**src/rtl/retreo_out_capture.sv**
```systemverilog
// Purpose: captures each new value written to the core's Out_Reg into a FWFT FIFO for the host.
// Latency: a word written at edge k is visible on Rd_Data/Rd_Valid right after edge k (no bypass).
// Backpressure: Override_Stall asserts once occupancy reaches DEPTH-STALL_MARGIN; words arriving while full are dropped and flagged.
module retreo_out_capture #(
  parameter int WIDTH        = 16,
  parameter int DEPTH        = 8,
  parameter int STALL_MARGIN = 2
) (
  input  logic                     clk,
  input  logic                     rst_n,
  input  logic [WIDTH-1:0]         Out_Reg,
  output logic                     Override_Stall,
  output logic [WIDTH-1:0]         Rd_Data,
  output logic                     Rd_Valid,
  input  logic                     Rd_Ready,
  output logic [$clog2(DEPTH):0]   Count,
  output logic                     Overflow,
  input  logic                     Clear_Overflow
);

  localparam int AW = $clog2(DEPTH);

  typedef logic [AW:0] cnt_t;

  localparam cnt_t FULL_CNT = cnt_t'(DEPTH);
  localparam cnt_t STALL_TH = cnt_t'(DEPTH - STALL_MARGIN);

  logic [WIDTH-1:0] last_q;
  logic [WIDTH-1:0] mem [DEPTH];
  logic [AW-1:0]    wr_ptr;
  logic [AW-1:0]    rd_ptr;
  cnt_t             count_q;
  cnt_t             next_count;
  logic             stall_q;
  logic             ovf_q;

  logic change;
  logic full;
  logic pop;
  logic push;
  logic drop;

  // Change detection against the previous sample; a full FIFO only accepts a
  // word when the head leaves in the same cycle.
  assign change = (Out_Reg != last_q);
  assign full   = (count_q == FULL_CNT);
  assign pop    = Rd_Valid && Rd_Ready;
  assign push   = change && (!full || pop);
  assign drop   = change && full && !pop;

  // Occupancy after this edge; simultaneous push and pop cancel out.
  always_comb begin
    next_count = count_q;
    if (push && !pop) begin
      next_count = count_q + 1'b1;
    end else if (pop && !push) begin
      next_count = count_q - 1'b1;
    end
  end

  // Sample register, pointers, occupancy, stall and sticky overflow.
  always_ff @(posedge clk or negedge rst_n) begin
    if (!rst_n) begin
      last_q  <= '0;
      wr_ptr  <= '0;
      rd_ptr  <= '0;
      count_q <= '0;
      stall_q <= 1'b0;
      ovf_q   <= 1'b0;
    end else begin
      last_q  <= Out_Reg;
      count_q <= next_count;
      stall_q <= (next_count >= STALL_TH);
      if (push) begin
        wr_ptr <= wr_ptr + 1'b1;
      end
      if (pop) begin
        rd_ptr <= rd_ptr + 1'b1;
      end
      // A drop in the same cycle as a clear keeps the flag set.
      if (drop) begin
        ovf_q <= 1'b1;
      end else if (Clear_Overflow) begin
        ovf_q <= 1'b0;
      end
    end
  end

  // Storage array; contents survive reset since the pointers define validity.
  always_ff @(posedge clk) begin
    if (push) begin
      mem[wr_ptr] <= Out_Reg;
    end
  end

  assign Rd_Data        = mem[rd_ptr];
  assign Rd_Valid       = (count_q != '0);
  assign Count          = count_q;
  assign Override_Stall = stall_q;
  assign Overflow       = ovf_q;

endmodule

```
**config.mk**
```make
export PLATFORM = sky130hd
export DESIGN_NAME = retreo_out_capture
export DESIGN_NICKNAME = d
export VERILOG_FILES = /design/src/rtl/retreo_out_capture.sv
export SDC_FILE = /design/constraint.sdc
export NUM_CORES = 1
export LEC_CHECK = 0
export ABC_AREA = 1
export BUFFER_PORTS_ARGS = -buffer_cell sky130_fd_sc_hd__clkbuf_2
export CAP_MARGIN = 20
export CORE_MARGIN = 8
export CORE_UTILIZATION = 40
export CTS_BUF_LIST = sky130_fd_sc_hd__clkbuf_2 sky130_fd_sc_hd__clkbuf_4 sky130_fd_sc_hd__clkbuf_8
export DETAILED_ROUTE_END_ITERATION = 8
export PLACE_DENSITY = 0.6
export SKIP_LAST_GASP = 1
export SLEW_MARGIN = 25
export SYNTH_ARGS = -nofsm -noshare
export SYNTH_HDL_FRONTEND = slang
export SYNTH_SLANG_ARGS = --single-unit
```
**constraint.sdc**
```tcl
create_clock -name clk -period 2.4 [get_ports clk]
set_clock_uncertainty 0.1 [all_clocks]
set_input_delay 0.12 -clock clk [delete_from_list [all_inputs] [get_ports clk]]
set_output_delay 0.12 -clock clk [all_outputs]
set_load 0.05 [all_outputs]
```
==> impl_results.md <==
- Vias in the first global route: about 4400
- Syn_nets: 574
- EDFF count, synth: 128
- Internal power: just under 0.007 W
- GP Congestion: about 0.76
- Flop-to-flop setup slack: around 0.19 ns
- First-pass DRT Iterations: 4
- Pin count of the biggest net entering global routing: between 40 and 50
- Clk pwr share: 0.174
- Post-route ant nets: 0
- Crit path capture: Rd_Data[9]
- Logic pwr share: 0.486
- Initial drt markers: 196
- Die area: a little over 0.02 mm^2
- Synth top area cells: edfxtp_1, dfrtp_1, nor2_1
- CTS tree: built
- Top delay family on crit path: buffers and inverters
- H-tree Lvls: 4
- Outcome: finished clean
- F_max: 435 MHz
- Critical path cell sequence: inv_4 > buf_6 > o21ai_0 > o22ai_1 > nor2_1 > a31oi_2 > buf_12
- Data arrival, critical path: 2.08 ns
- Synth Flop Type: edfxtp_1
- Slew Viols, Final: 0
- Yosys reg bits: 156
- Area fraction of the dominant cell type after synthesis: 0.600
- Max cap viols: 0
- Ant. Diodes: 0
- # rows: between 40 and 50
- Slew headroom: 0.492
- Clk Latency, worst-skew pair: around 0.45 ns
- Sink Count: between 150 and 200
- Synth top cells by count: nor2_1, edfxtp_1, o21ai_0
- Leakage power figure: 3.09 nW
- DIE HEIGHT: about 140 um
- Worst path buffer plus inverter count: 3
- Initial antenna violation count: 0
- Tcrit/Tclk final: 0.959
- Worst min path class: input pin to asynchronous set/reset pin
- Die width: roughly 140 um
- Synth area leader: edfxtp_1
- Total Power: between 0.01 and 0.015 W
- Register area share after synthesis: 0.709
- Crit Reg-Reg Startpoint: Count[0]
- PD cells: between 1000 and 1500 mW/mm^2
- Worst setup path start: rd_ptr[0]
- Via count: around 4200
- Reg2reg path depth: 13
- Synth warnings: 0
- CP Capture Type: output port
- Post-synthesis cell area: approximately 0.0064 mm^2
- Maximum VDD drop: ~0.79 mV
- Grt total ovfl: 0
- # nets final: 660
- Critical Path Max Stage Delay: between 0.4 and 0.5 ns
- Worst-path maximum fanout: 24
- Area grow syn2layout: 24.7%
- Cells after Synth: 550
- # IOs: between 40 and 50
- GRT Util Overall: 0.147
- Root Driver: clkbuf_8
- Final hold vios: 0
- Switching Share: 0.407
- Count leader, synth: nor2_1
- WP depth: 7
- Synth Area per Inst: approximately 12 um^2
- Port buffer count: 42
- Reg2reg end: mem[1][10]
- Sequential power share: 0.340
- CP Launch Type: flop
- Unrepaired setup endpoints after global routing: yes
- Wire length of the first global-routing pass: ~23 mm
- Setup violators final: 0
- Psw: 0.00469 W
- Yosys cell types: 29
- Async SR Flop Fraction: 0.179
- Initial Utilization: 0.406
- DRC violations left: 0
- Data required, critical path: between 2 and 2.5 ns
- CP Class: flop to output port
- Clock transition at path regs: 0.08 ns
- Wire per inst: approximately 16 um
- Max clock buf depth: 2
- Core ar.: approximately 0.016 mm^2
- Critical-path top delay cell: dfrtp_2
- Share of layout cells above drive strength 1: 0.225
- Worst-Margin Slew: roughly 0.76 ns
- Fill cells: 1360
- TritonCTS buffer count: 17
- Post-route minimum period: about 2.3 ns
- Fin util: 0.507
- Routed wire length: about 14 mm
- Hpwl dp: slightly below 9 mm
- Vias per std cell: slightly below 5
-- layout make-up --
| cell class | count | area (um^2) | share of cell area |
|---|---|---|---|
| well taps | 216 | 270 | 0.0338 |
| inverters | 39 | 151 | 0.0190 |
| repair buffers | 90 | 910 | 0.114 |
| clock buffers | 18 | 241 | 0.0302 |
| flip-flops and latches | 156 | 4550 | 0.570 |
| multi-input cells | 332 | 1700 | 0.212 |
| clock inverters | 14 | 170 | 0.0213 |
-- registers in the layout, indices dropped and copies added (netlist names) --
register	flops
mem	128
last_q	16
Count	4
rd_ptr	3
wr_ptr	3
Overflow	1
Override_Stall	1
-- cell families after synthesis --
kind of cell | synth area share
AO/OA/AOI/OAI | 0.0850
XOR/XNOR | 0.0123
adder cells (fa/ha/maj) | 0.00781
buffers and inverters | 0.0387
flip-flops | 0.709
AND/OR/NAND/NOR | 0.147
-- per-stage QoR --
| stage | cells | area, um^2 | TNS, ns | worst slack [ns] | hold slack, ns |
|---|---|---|---|---|---|
| after global placement | 814 | 7350 | 0 | 0.239 | 0.128 |
| after CTS | 865 | 7970 | 0 | 0.00281 | 0.186 |
| after detailed placement | 814 | 7350 | 0 | 0.156 | 0.139 |
| after global routing | 865 | 7990 | -0.245 | -0.0591 | 0.233 |
| after floorplan | 550 | 6470 | 0 | 0.0100 | -0.276 |
| final | 865 | 7990 | 0 | 0.0989 | 0.157 |
-- metal layers --
metal  global-route usage  vias up  share of wire
met5                    0        -              0
met4               0.0570        0          0.017
met3               0.0346       17          0.042
met2                0.239       86           0.48
met1                0.187     2027           0.46
li1                     -     2060              -
-- power by group through the flow --
stage,sequential [W],combinational (W),clock (W)
final,0.00392,0.00560,0.00200
after global routing,0.00399,0.00606,0.00213
after CTS,0.00392,0.00563,0.00204
after detailed placement,0.00397,0.00557,0
after global placement,0.00396,0.00553,0
after floorplan,0.00408,0.00311,0
-- worst min path at each step --
stage                  to  slack [ns]  depth (start not counted)
2_1_floorplan    Count[0]       -0.28                          0
3_3_place_gp   last_q[11]        0.13                          1
3_5_place_dp   last_q[11]        0.14                          1
4_1_cts        last_q[10]        0.19                          2
5_1_grt        last_q[10]        0.23                          2
6_report       last_q[10]        0.16                          2
-- repair_timing --
action	in CTS	in global routing
setup endpoints to repair	7	8
hold endpoints to repair	176	0
resized for setup	3	5
setup buffers	0	0
pin swaps	0	0
hold buffers	19	0
-- cell usage in the layout, fill, tap and decap left out, drive strengths merged, types with 8 or more instances in the layout --
cell type      n
o21ai         67
dfrtp         28
nor2         146
dlygate4sd3   19
o22ai         16
edfxtp       128
inv           41
a31oi         16
xor2           8
nand2         61
clkbuf        45
nand3          8
buf           44
Note: power is estimated with default switching activity, not from simulation.
